[config.mk]
export PLATFORM = sky130hd
export DESIGN_NAME = fetch_pc_pipe
export DESIGN_NICKNAME = d
export VERILOG_FILES = /design/src/rtl/riscv_pkg.sv /design/src/rtl/en_clr_reg.sv /design/src/rtl/fetch_pc_pipe.sv
export SDC_FILE = /design/constraint.sdc
export NUM_CORES = 1
export LEC_CHECK = 0
export CAP_MARGIN = 25
export CORE_MARGIN = 2
export CORE_UTILIZATION = 45
export CTS_BUF_LIST = sky130_fd_sc_hd__clkbuf_8
export DETAILED_ROUTE_END_ITERATION = 6
export GPL_TIMING_DRIVEN = 0
export PLACE_DENSITY_LB_ADDON = 0.08
export SYNTH_ARGS = -nofsm -noshare
export SYNTH_HDL_FRONTEND = slang
export SYNTH_SLANG_ARGS = --single-unit
export TNS_END_PERCENT = 10
[constraint.sdc]
create_clock -name clk -period 5.76 [get_ports clk]
set_input_delay 1.152 -clock clk [delete_from_list [all_inputs] [get_ports clk]]
set_output_delay 1.152 -clock clk [all_outputs]
set_load 0.01 [all_outputs]
[src/rtl/riscv_pkg.sv]
// Shared RV32 constants for the fetch pipeline and its neighbours.
package riscv_pkg;
    localparam int          XLEN      = 32;
    localparam logic [31:0] RESET_PC  = 32'h0000_0000;
    // addi x0,x0,0; kept for a later flush-to-NOP variant of the IF/ID register
    localparam logic [31:0] NOP_INSTR = 32'h0000_0013;
endpackage

[src/rtl/en_clr_reg.sv]
// Register with async reset to RST_VAL, sync clear to zero, and load enable; one cycle latency.
// Priority: reset, clear, enable; with enable low and clear low the value holds.
module en_clr_reg #(
    parameter int             W       = 32,
    parameter logic [W-1:0]   RST_VAL = '0
) (
    input  logic         clk,
    input  logic         reset,
    input  logic         clr,
    input  logic         en,
    input  logic [W-1:0] d,
    output logic [W-1:0] q
);

    always_ff @(posedge clk or posedge reset) begin
        if (reset) begin
            q <= RST_VAL;
        end else if (clr) begin
            q <= '0;
        end else if (en) begin
            q <= d;
        end
    end

endmodule

[src/rtl/fetch_pc_pipe.sv]
// RV32 fetch stage: PC register, next-PC select, and IF/ID register; instruction reaches Decode one cycle after fetch.
// StallF holds the PC (dropping any redirect), StallD holds IF/ID, FlushD zeroes IF/ID and beats StallD.
module fetch_pc_pipe #(
    parameter int              XLEN     = riscv_pkg::XLEN,
    parameter logic [XLEN-1:0] RESET_PC = riscv_pkg::RESET_PC
) (
    input  logic            clk,
    input  logic            reset,
    input  logic            StallF,
    input  logic            StallD,
    input  logic            FlushD,
    input  logic            PCSrcE,
    input  logic [XLEN-1:0] PCTargetE,
    input  logic [XLEN-1:0] InstrF,
    output logic [XLEN-1:0] PCF,
    output logic [XLEN-1:0] PCPlus4F,
    output logic [XLEN-1:0] InstrD,
    output logic [XLEN-1:0] PCD,
    output logic [XLEN-1:0] PCPlus4D
);

    logic [XLEN-1:0] pc_next;

    // Wraps modulo 2^XLEN; carry out is discarded.
    assign PCPlus4F = PCF + XLEN'(4);
    assign pc_next  = PCSrcE ? PCTargetE : PCPlus4F;

    en_clr_reg #(.W(XLEN), .RST_VAL(RESET_PC)) u_pc_reg (
        .clk   (clk),
        .reset (reset),
        .clr   (1'b0),
        .en    (~StallF),
        .d     (pc_next),
        .q     (PCF)
    );

    en_clr_reg #(.W(XLEN), .RST_VAL('0)) u_instr_d (
        .clk   (clk),
        .reset (reset),
        .clr   (FlushD),
        .en    (~StallD),
        .d     (InstrF),
        .q     (InstrD)
    );

    en_clr_reg #(.W(XLEN), .RST_VAL('0)) u_pc_d (
        .clk   (clk),
        .reset (reset),
        .clr   (FlushD),
        .en    (~StallD),
        .d     (PCF),
        .q     (PCD)
    );

    en_clr_reg #(.W(XLEN), .RST_VAL('0)) u_pcplus4_d (
        .clk   (clk),
        .reset (reset),
        .clr   (FlushD),
        .en    (~StallD),
        .d     (PCPlus4F),
        .q     (PCPlus4D)
    );

endmodule

; After elaboration in Yosys (flattened, before gate mapping)
; Cells that the tools add are included.
[totals]
ff_bits = 128
inputBits = 70
out_inout_bits = 160
wordCells = 13
[classes]
n_addsub = 1
n_eq_ne = 1
mux = 7
[op_table]
columns = op, count
row1 = $mux W32, 7
row2 = $add A32 B3 Y32 const B, 1
row3 = $ne A2 B1 Y1 const B, 1

; Depth between registers and ports, before layout
[depth]
ltp_word = 3
depth_mapped = 6
depth_no_buf = 6

; Modules after synthesis
; Synthesis repeated with hierarchy kept, for this count alone.
[unflattened]
hier_cells = 591
area_unflattened_um2 = 6441.2
[by_module_without_submodules]
columns = mod, n_inst, cells_each, area_each_um2, seq_area_each_um2
row1 = en_clr_reg, 4, 104, 1327.5, 800.8
row2 = fetch_pc_pipe, 1, 175, 1131.1, 0.0

; Least setup slack after synthesis
; No wires, ideal clock.
[synth_timing]
path_type = register to output
startpoint = register u_pc_reg.q[3]
endpoint = output port PCPlus4F[16]
arrival_ns = 1.710
required_ns = 4.608
setup_slack_ns = 2.898
stages_incl_launch_ff = 6
path_buffers = 0
path_cell_list = dfrtp_1 ha_1 nand3_1 nor4_4 and3_1 xor2_1
[synth_between]
elab_chain_len = 1
[synth_lines]
columns = item, line_no
row1 = "start, declared", en_clr_reg.sv:12  ; output logic [W-1:0] q
row2 = "start signal, assigned", en_clr_reg.sv:17  ; q <= RST_VAL;
row3 = "start signal, assigned", en_clr_reg.sv:19  ; q <= '0;
row4 = "start signal, assigned", en_clr_reg.sv:21  ; q <= d;
row5 = $add A32 B3 Y32, fetch_pc_pipe.sv:25  ; assign PCPlus4F = PCF + XLEN'(4);
row6 = "end, declared", fetch_pc_pipe.sv:16  ; output logic [XLEN-1:0] PCPlus4F,
; No other way between the ends.

; Worst setup path in the final report
[layout_timing]
startpoint = register u_pc_reg.q[3]
endpoint = output port PCPlus4F[30]
; Same word-level chain as after synthesis.

==> results.md <==
- TritonCTS clock tree: done
- Count of cell types in the netlist: 51
- Iter 0 DRT Violations: 382
- GRT met1 Usage: between 30% and 40%
- Post-synthesis register bit count: approximately 130
- Antenna violations before repair: 0
- Worst slew pin tran: 0.859 ns
- Met2 GRT Util: between 40% and 50%
- # rows: 42
- H-Tree Depth: 4
- Dpl ws: 1.94 ns
- Initial Utilization: a little under half
- Core area: 13200 um^2
- Post-DP HPWL: 13.9 mm
- Met3 Use GR: about 8.4%
- Syn Nets: between 600 and 700
- Synth Area per Inst: roughly 10 um^2
- Period utilization: approximately three quarters
- Worst Hold Class: register to register
- Reg clk slew, reported paths: around 0.07 ns
- Worst R2R Start: u_pc_reg.q[3]$_DFFE_PP0N_
- GPL Wtd Cong: around 0.85
- CTS max path bufs: 2
- RSZ-0062 raised after global routing: no
- Clk root buf: clkbuf_8
- Peak-usage layer in the global routing report: met2
- Seq/Total Area, Yosys: between 50% and 60%
- Clk sink count: 126
- Ys flop type: dfrtp_1
- WHS Path Cells: 2
- Seq pwr share: around two fifths
- Routed len/inst: between 15 and 20 um
- Port-buffer cells: about 230
- Max-cap viol count: 0
- Die height: between 100 and 150 um
- Max-slew violations: 0
- Fraction of layout cells with a size suffix above 1: between 6 and 7%
- Crit end category: output port
- WP data required: approximately 4.6 ns
- Most frequent cells in the layout: 227 x clkdlybuf4s50_1, 126 x dfrtp_1, 91 x nor2_1
- FMAX: around 0.23 GHz
- Cell taking the most area after synthesis: dfrtp_1
- GRT Util Overall: between 20 and 30%
- Routed vias/inst: roughly 5.3
- Area grow syn2layout: 48.4%
- Comb pwr share: about a quarter
- Clock group share of total power: between 30% and 40%
- Most common cell after layout, fill and taps aside: clkdlybuf4s50_1
- Setup violations, final: 0
- WL final: roughly 19 mm
- Yosys warns: 0
- Fin crit period: 4.39 ns
- Cell-internal power: 1.82 mW
- Fin Hold WS: approximately 0.53 ns
- Post-CTS Setup Bufs: 0
- Post-CTS Hold Fix Bufs: 0
- Final TNS setup: 0 ns
- Number of synthesized flops with an enable pin: 0
- Hold_sp: u_instr_d.q[0]$_DFFE_PP0P_
- P per Cell Area: 283 nW/um^2
- CP arrival: between 3 and 4 ns
- Resize count post-CTS: 0
- Global-route wire length before repair: between 20 and 30 mm
- First-pass DRT Iterations: 5
- Worst Setup SP: u_pc_reg.q[3]$_DFFE_PP0N_
- I/O pin count: 230
- Inserted Clock Buffers: 17
- Grt ovf: 0
- Lkg Pwr: just under 4 nW
- Share of synthesized registers carrying an async set or reset: between 90% and 100%
- Design Power: about 2.6 mW
- Die area: roughly 14000 um^2
- Slew HR: between 40 and 50%
- Worst setup margin: ~1.4 ns
- Sw Share: between 20 and 30%
- Nets@finish: roughly 900
- Cells after Synth: 581
- Worst-Skew Late Latency: between 0.4 and 0.5 ns
- Path depth of the worst reg2reg path: 6
- Drt drc: 0
- Die width: between 100 and 150 um
- Final ANT Viol Nets: 0
- Vias: between 5000 and 6000
- Share of the synthesized area in the top cell type: about half
- Vias in the first global route: roughly 5600
- Antenna Cells: 0
- Mapped cell area: roughly 6000 um^2
- Peak supply drop: ~0.15 mV
- Crit Path Category: register to output port
- Switching power: approximately 730 uW
- Largest net degree at the start of global routing: 74
- Core Util, Final: between 60% and 70%
- Status: finished, final reports clean
- Top area cells in the synthesized netlist: dfrtp_1 52%, mux2i_1 12%, nor2_1 5.6%, o21a_1 4.2%, a22oi_1 2.2%
- Clk_skew: ~0.0054 ns
- Worst-path fanout max: 7
- Final Hold Fails: 0
- Startpoint types: register
cell families after synthesis:
kind of cell	after synthesis	share of synthesized area (%)
and+or+nand+nor	187	15.7
DFF	126	51.8
AOI/OAI and AO/OA	106	11.7
muxes	75	12.4
buffers and inverters	58	3.99
xor gates and xnor gates	28	4.28
adders and majority gates	1	0.206
layer usage:
metal | vias up | wire [um] | part of all wire, %
li1 | 2507 | - | -
met1 | 2638 | 7540 | 40
met2 | 223 | 9340 | 49
met3 | 23 | 1740 | 9.2
met4 | 0 | 359 | 1.9
met5 | - | 0 | 0
cell type report:
class,instances,area [um^2]
buffer,49,209
clock buffer,20,275
clock inverter,10,146
fill,1078,4210
inverter,9,38.8
multi-input combinational,397,2690
sequential,126,3150
tap,176,220
timing repair buffer,228,2300
final timing paths:
check                                                end  slack, ns
max in group asynchronous     u_pc_reg.q[14]$_DFFE_PP0N_       3.87
hold / removal                u_instr_d.q[0]$_DFFE_PP0P_       0.53
setup reg to reg           u_pcplus4_d.q[30]$_DFFE_PP0P_       3.37
min in group asynchronous   u_pcplus4_d.q[2]$_DFFE_PP0P_       1.15
hold reg to reg               u_instr_d.q[0]$_DFFE_PP0P_       0.53
setup / recovery                            PCPlus4F[30]       1.37
power by group through the flow:
| stage | Sequential [mW] | Clock, mW | Combinational (mW) |
|---|---|---|---|
| 2_1_floorplan | 1.09 | 0 | 0.262 |
| 3_3_place_gp | 1.06 | 0 | 0.656 |
| 3_5_place_dp | 1.07 | 0 | 0.672 |
| 4_1_cts | 1.05 | 0.843 | 0.675 |
| 5_1_grt | 1.06 | 0.883 | 0.719 |
| 6_report | 1.05 | 0.833 | 0.668 |
through the flow:
step                      instances  instance area, um^2
after floorplan                 581                 6080
after global placement          984                 8580
after detailed placement        985                 8610
after CTS                      1015                 9030
after global routing           1015                 9030
final                          1015                 9030
state kept, by name, summed over array words and instances, names as in the netlist:
name	count
u_instr_d.q	32
u_pc_d.q	30
u_pc_reg.q	32
u_pcplus4_d.q	32
synth_stat cells, types with 7 or more instances:
cell and instances:
o21ai_0 23, nor2_1 91, nand3_1 15, nor3_1 7, nand3b_1 9, xor2_1 11, dfrtp_1 126, mux2i_1 73
clkbuf_1 35, inv_1 8, o21a_1 34, a21oi_1 15, xnor2_1 15, and3_1 10, a22oi_1 18, nand2_1 28
worst max-delay path: stages (launching register included):
cell,delay [ns]
dfrtp_1,0.47
ha_1,0.29
nand3_1,0.36
nor3_2,0.45
nand3_1,0.23
xnor2_1,0.36
clkdlybuf4s50_1,0.64
(Power assumes the default switching activity.)
